$ cat config.mk
export PLATFORM = sky130hd
export DESIGN_NAME = alu_resp_flat
export DESIGN_NICKNAME = d
export VERILOG_FILES = /design/src/rtl/alu_resp_if.sv /design/src/rtl/alu_resp.sv /design/src/flat_wrapper.sv
export SDC_FILE = /design/constraint.sdc
export NUM_CORES = 1
export LEC_CHECK = 0
export ABC_CLOCK_PERIOD_IN_PS = 3730
export BUFFER_PORTS_ARGS = -buffer_cell sky130_fd_sc_hd__buf_4
export CORE_ASPECT_RATIO = 0.8
export CORE_MARGIN = 2
export CORE_UTILIZATION = 55
export CTS_CLUSTER_SIZE = 28
export DETAILED_ROUTE_END_ITERATION = 10
export PLACE_DENSITY = 0.77
export SLEW_MARGIN = 20
export SYNTH_ARGS = -nofsm -noshare
export SYNTH_HDL_FRONTEND = slang
export SYNTH_SLANG_ARGS = --single-unit
$ cat constraint.sdc
create_clock -name clk -period 3.73 [get_ports clk]
set_clock_uncertainty 0.2 [all_clocks]
set_input_delay 0.1865 -clock clk [delete_from_list [all_inputs] [get_ports clk]]
set_output_delay 0.1865 -clock clk [all_outputs]
set_load 0.02 [all_outputs]
$ cat src/rtl/alu_resp_if.sv
// alu_resp_if: request/response channel bundle for alu_resp.
// The requester uses the master modport and alu_resp uses the slave modport.
interface alu_resp_if #(
  parameter int unsigned TAG_W = 4
) ();
  logic             req_valid;
  logic             req_ready;
  logic [31:0]      req_a;
  logic [31:0]      req_b;
  logic [2:0]       req_aluc;
  logic [TAG_W-1:0] req_tag;
  logic             rsp_valid;
  logic             rsp_ready;
  logic [31:0]      rsp_data;
  logic             rsp_zero;
  logic             rsp_over;
  logic [TAG_W-1:0] rsp_tag;

  modport master (
    output req_valid, req_a, req_b, req_aluc, req_tag, rsp_ready,
    input  req_ready, rsp_valid, rsp_data, rsp_zero, rsp_over, rsp_tag
  );

  modport slave (
    input  req_valid, req_a, req_b, req_aluc, req_tag, rsp_ready,
    output req_ready, rsp_valid, rsp_data, rsp_zero, rsp_over, rsp_tag
  );
endinterface

$ cat src/rtl/alu_resp.sv
// alu_resp: one-stage pipelined ALU whose results drain through a DEPTH-entry FIFO.
// Define ALU_RESP_STATS_EN to build the ops_done response counter; otherwise it reads 0.
module alu_resp #(
  parameter int unsigned DEPTH = 4,
  parameter int unsigned TAG_W = 4
) (
  input  logic        clk,
  input  logic        rst_n,
  alu_resp_if.slave   bus,
  output logic [15:0] ops_done
);

  localparam int unsigned DATA_W = 32;
  localparam int unsigned PTR_W  = $clog2(DEPTH);
  localparam int unsigned CNT_W  = PTR_W + 1;
  localparam int unsigned OCC_W  = CNT_W + 1;

  typedef enum logic [2:0] {
    OP_ADD  = 3'd0,
    OP_SUB  = 3'd1,
    OP_AND  = 3'd2,
    OP_OR   = 3'd3,
    OP_XOR  = 3'd4,
    OP_NOR  = 3'd5,
    OP_SLT  = 3'd6,
    OP_SLTU = 3'd7
  } op_e;

  typedef struct packed {
    logic [DATA_W-1:0] a;
    logic [DATA_W-1:0] b;
    logic [2:0]        aluc;
    logic [TAG_W-1:0]  tag;
  } req_t;

  typedef struct packed {
    logic [TAG_W-1:0]  tag;
    logic              over;
    logic              zero;
    logic [DATA_W-1:0] data;
  } rsp_t;

  // Pipeline and FIFO state.
  logic             s1_valid_q, s1_valid_d;
  req_t             s1_q, s1_d;
  rsp_t             fifo_q [DEPTH];
  logic [PTR_W-1:0] wr_ptr_q, wr_ptr_d;
  logic [PTR_W-1:0] rd_ptr_q, rd_ptr_d;
  logic [CNT_W-1:0] count_q, count_d;
  logic             req_ready_q, req_ready_d;
  logic             rsp_valid_q, rsp_valid_d;

  logic             accept;
  logic             push;
  logic             pop;
  logic [OCC_W-1:0] occ_d;

  logic [DATA_W-1:0] sum;
  logic [DATA_W-1:0] diff;
  logic [DATA_W-1:0] res;
  logic              res_over;
  rsp_t              res_entry;

  // ALU evaluated from the S1 operand register, written straight into the FIFO tail.
  always_comb begin
    res      = '0;
    res_over = 1'b0;
    sum      = s1_q.a + s1_q.b;
    diff     = s1_q.a - s1_q.b;
    case (op_e'(s1_q.aluc))
      OP_ADD: begin
        res      = sum;
        res_over = (s1_q.a[DATA_W-1] == s1_q.b[DATA_W-1]) &&
                   (sum[DATA_W-1] != s1_q.a[DATA_W-1]);
      end
      OP_SUB: begin
        res      = diff;
        res_over = (s1_q.a[DATA_W-1] != s1_q.b[DATA_W-1]) &&
                   (diff[DATA_W-1] != s1_q.a[DATA_W-1]);
      end
      OP_AND:  res = s1_q.a & s1_q.b;
      OP_OR:   res = s1_q.a | s1_q.b;
      OP_XOR:  res = s1_q.a ^ s1_q.b;
      OP_NOR:  res = ~(s1_q.a | s1_q.b);
      OP_SLT:  res = {31'd0, ($signed(s1_q.a) < $signed(s1_q.b))};
      OP_SLTU: res = {31'd0, (s1_q.a < s1_q.b)};
      default: res = '0;
    endcase
    res_entry.tag  = s1_q.tag;
    res_entry.over = res_over;
    res_entry.zero = (res == '0);
    res_entry.data = res;
  end

  // Handshakes and next-state bookkeeping; ready and valid come only from registers.
  always_comb begin
    accept      = bus.req_valid && req_ready_q;
    push        = s1_valid_q;
    pop         = rsp_valid_q && bus.rsp_ready;

    s1_valid_d  = accept;
    s1_d        = s1_q;
    if (accept) begin
      s1_d.a    = bus.req_a;
      s1_d.b    = bus.req_b;
      s1_d.aluc = bus.req_aluc;
      s1_d.tag  = bus.req_tag;
    end

    wr_ptr_d    = wr_ptr_q + PTR_W'(push);
    rd_ptr_d    = rd_ptr_q + PTR_W'(pop);
    count_d     = count_q + CNT_W'(push) - CNT_W'(pop);
    occ_d       = OCC_W'(count_d) + OCC_W'(s1_valid_d);
    req_ready_d = (occ_d < OCC_W'(DEPTH));
    rsp_valid_d = (count_d != '0);
  end

  always_ff @(posedge clk or negedge rst_n) begin
    if (!rst_n) begin
      s1_valid_q  <= 1'b0;
      s1_q        <= '0;
      wr_ptr_q    <= '0;
      rd_ptr_q    <= '0;
      count_q     <= '0;
      req_ready_q <= 1'b0;
      rsp_valid_q <= 1'b0;
    end else begin
      s1_valid_q  <= s1_valid_d;
      s1_q        <= s1_d;
      wr_ptr_q    <= wr_ptr_d;
      rd_ptr_q    <= rd_ptr_d;
      count_q     <= count_d;
      req_ready_q <= req_ready_d;
      rsp_valid_q <= rsp_valid_d;
    end
  end

  // Entries are cleared on reset so the idle head reads as all zeros.
  always_ff @(posedge clk or negedge rst_n) begin
    if (!rst_n) begin
      for (int i = 0; i < int'(DEPTH); i++) begin
        fifo_q[i] <= '0;
      end
    end else if (push) begin
      fifo_q[wr_ptr_q] <= res_entry;
    end
  end

  assign bus.req_ready = req_ready_q;
  assign bus.rsp_valid = rsp_valid_q;
  assign bus.rsp_data  = fifo_q[rd_ptr_q].data;
  assign bus.rsp_zero  = fifo_q[rd_ptr_q].zero;
  assign bus.rsp_over  = fifo_q[rd_ptr_q].over;
  assign bus.rsp_tag   = fifo_q[rd_ptr_q].tag;

`ifdef ALU_RESP_STATS_EN
  logic [15:0] ops_done_q;

  always_ff @(posedge clk or negedge rst_n) begin
    if (!rst_n) begin
      ops_done_q <= '0;
    end else if (pop) begin
      ops_done_q <= ops_done_q + 16'd1;
    end
  end

  assign ops_done = ops_done_q;
`else
  assign ops_done = 16'd0;
`endif

  // Occupancy bookkeeping must never overrun the FIFO or desync valid from count.
  a_no_overflow: assert property (@(posedge clk) disable iff (!rst_n)
    !(push && !pop && (count_q == CNT_W'(DEPTH))));
  a_valid_tracks_count: assert property (@(posedge clk) disable iff (!rst_n)
    rsp_valid_q == (count_q != '0));

endmodule

$ cat src/flat_wrapper.sv
// flat-port wrapper written by rule: the top's interface ports become plain ports
module alu_resp_flat 
#(
  parameter int unsigned DEPTH = 4,
  parameter int unsigned TAG_W = 4
)
  (clk, rst_n, ops_done, bus_req_valid, bus_req_a, bus_req_b, bus_req_aluc, bus_req_tag, bus_rsp_ready, bus_req_ready, bus_rsp_valid, bus_rsp_data, bus_rsp_zero, bus_rsp_over, bus_rsp_tag);
  alu_resp_if #(.TAG_W(TAG_W)) bus_i ();
  input  logic clk;
  input  logic rst_n;
  output logic [15:0] ops_done;
  input wire logic [$bits(bus_i.req_valid)-1:0] bus_req_valid;
  input wire logic [$bits(bus_i.req_a)-1:0] bus_req_a;
  input wire logic [$bits(bus_i.req_b)-1:0] bus_req_b;
  input wire logic [$bits(bus_i.req_aluc)-1:0] bus_req_aluc;
  input wire logic [$bits(bus_i.req_tag)-1:0] bus_req_tag;
  input wire logic [$bits(bus_i.rsp_ready)-1:0] bus_rsp_ready;
  output wire logic [$bits(bus_i.req_ready)-1:0] bus_req_ready;
  output wire logic [$bits(bus_i.rsp_valid)-1:0] bus_rsp_valid;
  output wire logic [$bits(bus_i.rsp_data)-1:0] bus_rsp_data;
  output wire logic [$bits(bus_i.rsp_zero)-1:0] bus_rsp_zero;
  output wire logic [$bits(bus_i.rsp_over)-1:0] bus_rsp_over;
  output wire logic [$bits(bus_i.rsp_tag)-1:0] bus_rsp_tag;
  assign bus_i.req_valid = bus_req_valid;
  assign bus_i.req_a = bus_req_a;
  assign bus_i.req_b = bus_req_b;
  assign bus_i.req_aluc = bus_req_aluc;
  assign bus_i.req_tag = bus_req_tag;
  assign bus_i.rsp_ready = bus_rsp_ready;
  assign bus_req_ready = bus_i.req_ready;
  assign bus_rsp_valid = bus_i.rsp_valid;
  assign bus_rsp_data = bus_i.rsp_data;
  assign bus_rsp_zero = bus_i.rsp_zero;
  assign bus_rsp_over = bus_i.rsp_over;
  assign bus_rsp_tag = bus_i.rsp_tag;
  alu_resp #(.DEPTH(DEPTH), .TAG_W(TAG_W)) u_core (.clk(clk), .rst_n(rst_n), .bus(bus_i), .ops_done(ops_done));
endmodule
==> run summary <==
status -> finished with violations
failing checks -> hold timing, setup timing
synth unique cells -> 100
CP most frequent cell -> a21oi_2
area share of the largest cell type after synthesis -> 0.379
Sink Count -> 233
core footprint -> 27400 um2
vias in the first global route -> 15600
TNS Setup -> -1580 ps
Initial Util -> 0.562
gr usage total -> 0.360
Slew Viols, Final -> 0
CP endpoint kind -> flip-flop
Cell Chain, Critical Path -> inv_1 -> ha_1 -> nand2_1 -> o21ai_0 -> a41o_1 -> o31ai_4 -> or4_1 -> a21oi_2 -> xor2_1 -> a21oi_2 -> nand4_1 -> or4b_4 -> o41ai_4
Via density -> 6.01
worst path required time -> 3960 ps
global placement routability congestion -> 0.993
row cnt -> 54
CP max FO -> 8
Max Root-Sink Buffers -> 3
Worst EP arrival -> 4370 ps
Post-Synth Adder-Cell Area -> 0.0852
Post-synth ARST share -> 1.00
synthesized area -> 15400 um2
area leader, netlist -> dfrtp_1
CP peak stage delay -> 610 ps
CTS tree -> yes
wire per inst -> 20.6 um
die area -> 29300 um2
top cells by area, synth -> dfrtp_1, o21ai_0, ha_1
crit path time final -> 4140 ps
Clk Latency, worst-skew pair -> 550 ps
Root Buffer -> clkbuf_16
Die Y -> 154 um
Hold Worst Slack -> -1.56 ps
count leader, synth -> nand2_1
Synth Area in Simple Gates -> 0.154
Synth Area per Inst -> 8.88 um2
vias -> 15400
FF+latch count, synth -> 233
Warnings, synthesis -> 0
Pre-antenna DRT Iters -> 5
Setup Viol. Count Final -> 4
post-synthesis xor/xnor area fraction -> 0.0114
antenna viol nets, final -> 0
Crit. Startpoint -> u_core.s1_q[58]$_DFFE_PN0P_
CP max-delay cell -> or4b_4
HPWL Detailed -> 36.8 mm
RR Startpoint -> u_core.s1_q[58]$_DFFE_PN0P_
Top FF cell, synth -> dfrtp_1
mux share of post-synthesis cell area -> 0.0783
largest net degree at the start of global routing -> 104
CP Launch Type -> flip-flop
fraction of the mapped netlist area in compound gates -> 0.228
port buffer count -> 114
final worst slack -> -406 ps
Post-synth EDFFs -> 0
Final Hold Viols -> 1
register area share after synthesis -> 0.379
total of max-cap violations -> 0
initial drt markers -> 1597
total CTS buffers -> 24
crit path kind -> flip-flop to flip-flop
first-pass GRT wire length -> 83.3 mm
final cycle utilization of the critical path -> 1.11
DRC viols -> 0
Die W -> 191 um
layout cells sized above 1 -> 0.311
largest family of logic cells by synthesized area -> compound AO/OA/AOI/OAI gates
Post-synth top cells -> nand2_1, o21ai_0, dfrtp_1
Max-slew headroom -> 0.346
Mapped Cells -> 1733
Worst-Margin Slew -> 979 ps
initial antenna violation count -> 2
Layout area overhead -> 36.8%
CTS H-tree depth -> 1
Hold/Removal Path Class -> input port to async pin
nets -> 2358
io pins -> 131
Routed Wire Length -> 52.8 mm
RSZ-0062 raised after global routing -> yes
Worst-path clk slew -> 60 ps
Peak Freq -> 242 MHz
Overflow after GRT -> 0
[flip-flops by register name, summed over array words and instances (netlist names)]
| register | flops |
|---|---|
| u_core.wr_ptr_q | 2 |
| u_core.count_q | 3 |
| u_core.push | 1 |
| u_core.res_entry | 4 |
| u_core.rd_ptr_q | 2 |
| u_core.fifo_q | 152 |
| u_core.bus.req_ready | 1 |
| u_core.s1_q | 67 |
| u_core.bus.rsp_valid | 1 |
[metrics by stage]
stage               cell area (um2)  hold WS, ps  utilization  setup WS (ps)  instances
finish                        21000        -1.56        0.769           -406       2562
global route                  21000          102        0.769           -471       2561
CTS                           20700         79.3        0.756           -326       2556
detailed placement            18900         49.7        0.690           -612       2434
global placement              18900         47.9        0.690           -500       2434
floorplan                     15500         -309            -           9.11       1748
[cell usage in the layout, fill, tap and decap left out, types with 19 or more instances in the layout]
| cell type | instances |
|---|---|
| buf_4 | 454 |
| nand2_1 | 282 |
| o21ai_0 | 248 |
| dfrtp_1 | 231 |
| inv_1 | 95 |
| a21oi_1 | 88 |
| ha_1 | 86 |
| dlygate4sd3_1 | 73 |
| nor2_1 | 72 |
| mux4_2 | 38 |
| clkbuf_16 | 25 |
| o22ai_1 | 22 |
| mux2_2 | 21 |
| a211oi_1 | 19 |
[path summary, 6_finish.rpt]
kind,to,slack [ps],cells past startpoint
setup / recovery,u_core.fifo_q[146]$_DFFE_PN0P_,-410,13
hold / removal,u_core.s1_q[17]$_DFFE_PN0P_,-2,2
setup reg to reg,u_core.fifo_q[146]$_DFFE_PN0P_,-410,13
hold reg to reg,u_core.fifo_q[60]$_DFFE_PN0P_,280,2
max in group asynchronous,u_core.fifo_q[20]$_DFFE_PN0P_,2210,3
min in group clk,u_core.push$_DFF_PN0_,120,2
[worst max-delay path, delay by kind of cell, from the launching register on]
family | cells | cell delay (ps)
compound gates | 6 | 1460
xor+xnor | 1 | 100
simple gates | 4 | 1370
fa+ha+maj | 1 | 460
flops | 1 | 380
buf+inv | 1 | 70
[routing by layer]
| layer | track usage | share of wire | up-vias |
|---|---|---|---|
| li1 | - | - | 7029 |
| met1 | 0.485 | 0.40 | 7502 |
| met2 | 0.585 | 0.47 | 744 |
| met3 | 0.0632 | 0.087 | 135 |
| met4 | 0.129 | 0.039 | 0 |
| met5 | 0 | 0 | - |
[timing repair]
action                                 in CTS  in global routing
resized for setup                          29                 64
setup buffers                               6                  5
endpoints found under the hold margin     172                  0
setup endpoints to repair                  16                 22
hold buffers                               73                  0
pin swaps                                   7                 18
[logic make-up (layout without fill, tap and decap cells)]
family | count (synthesis) | count (layout)
other cells | 1 | 17
compound gates | 562 | 562
mux | 70 | 70
flops | 233 | 233
fa+ha+maj | 103 | 103
buf+inv | 232 | 681
simple gates | 512 | 512
xor+xnor | 20 | 20
[area by class of cell]
type	instances	area [um2]
clock buffer	34	709
multi-input combinational	1283	9210
fill	1823	6320
sequential	233	5830
tap	364	455
timing repair buffer	535	4270
inverter	103	387
antenna	1	2.50
clock inverter	9	176
Power is left out: the tool's default activity adds up to more than one toggle a clock period on the data nets, which glitch-free logic cannot reach.
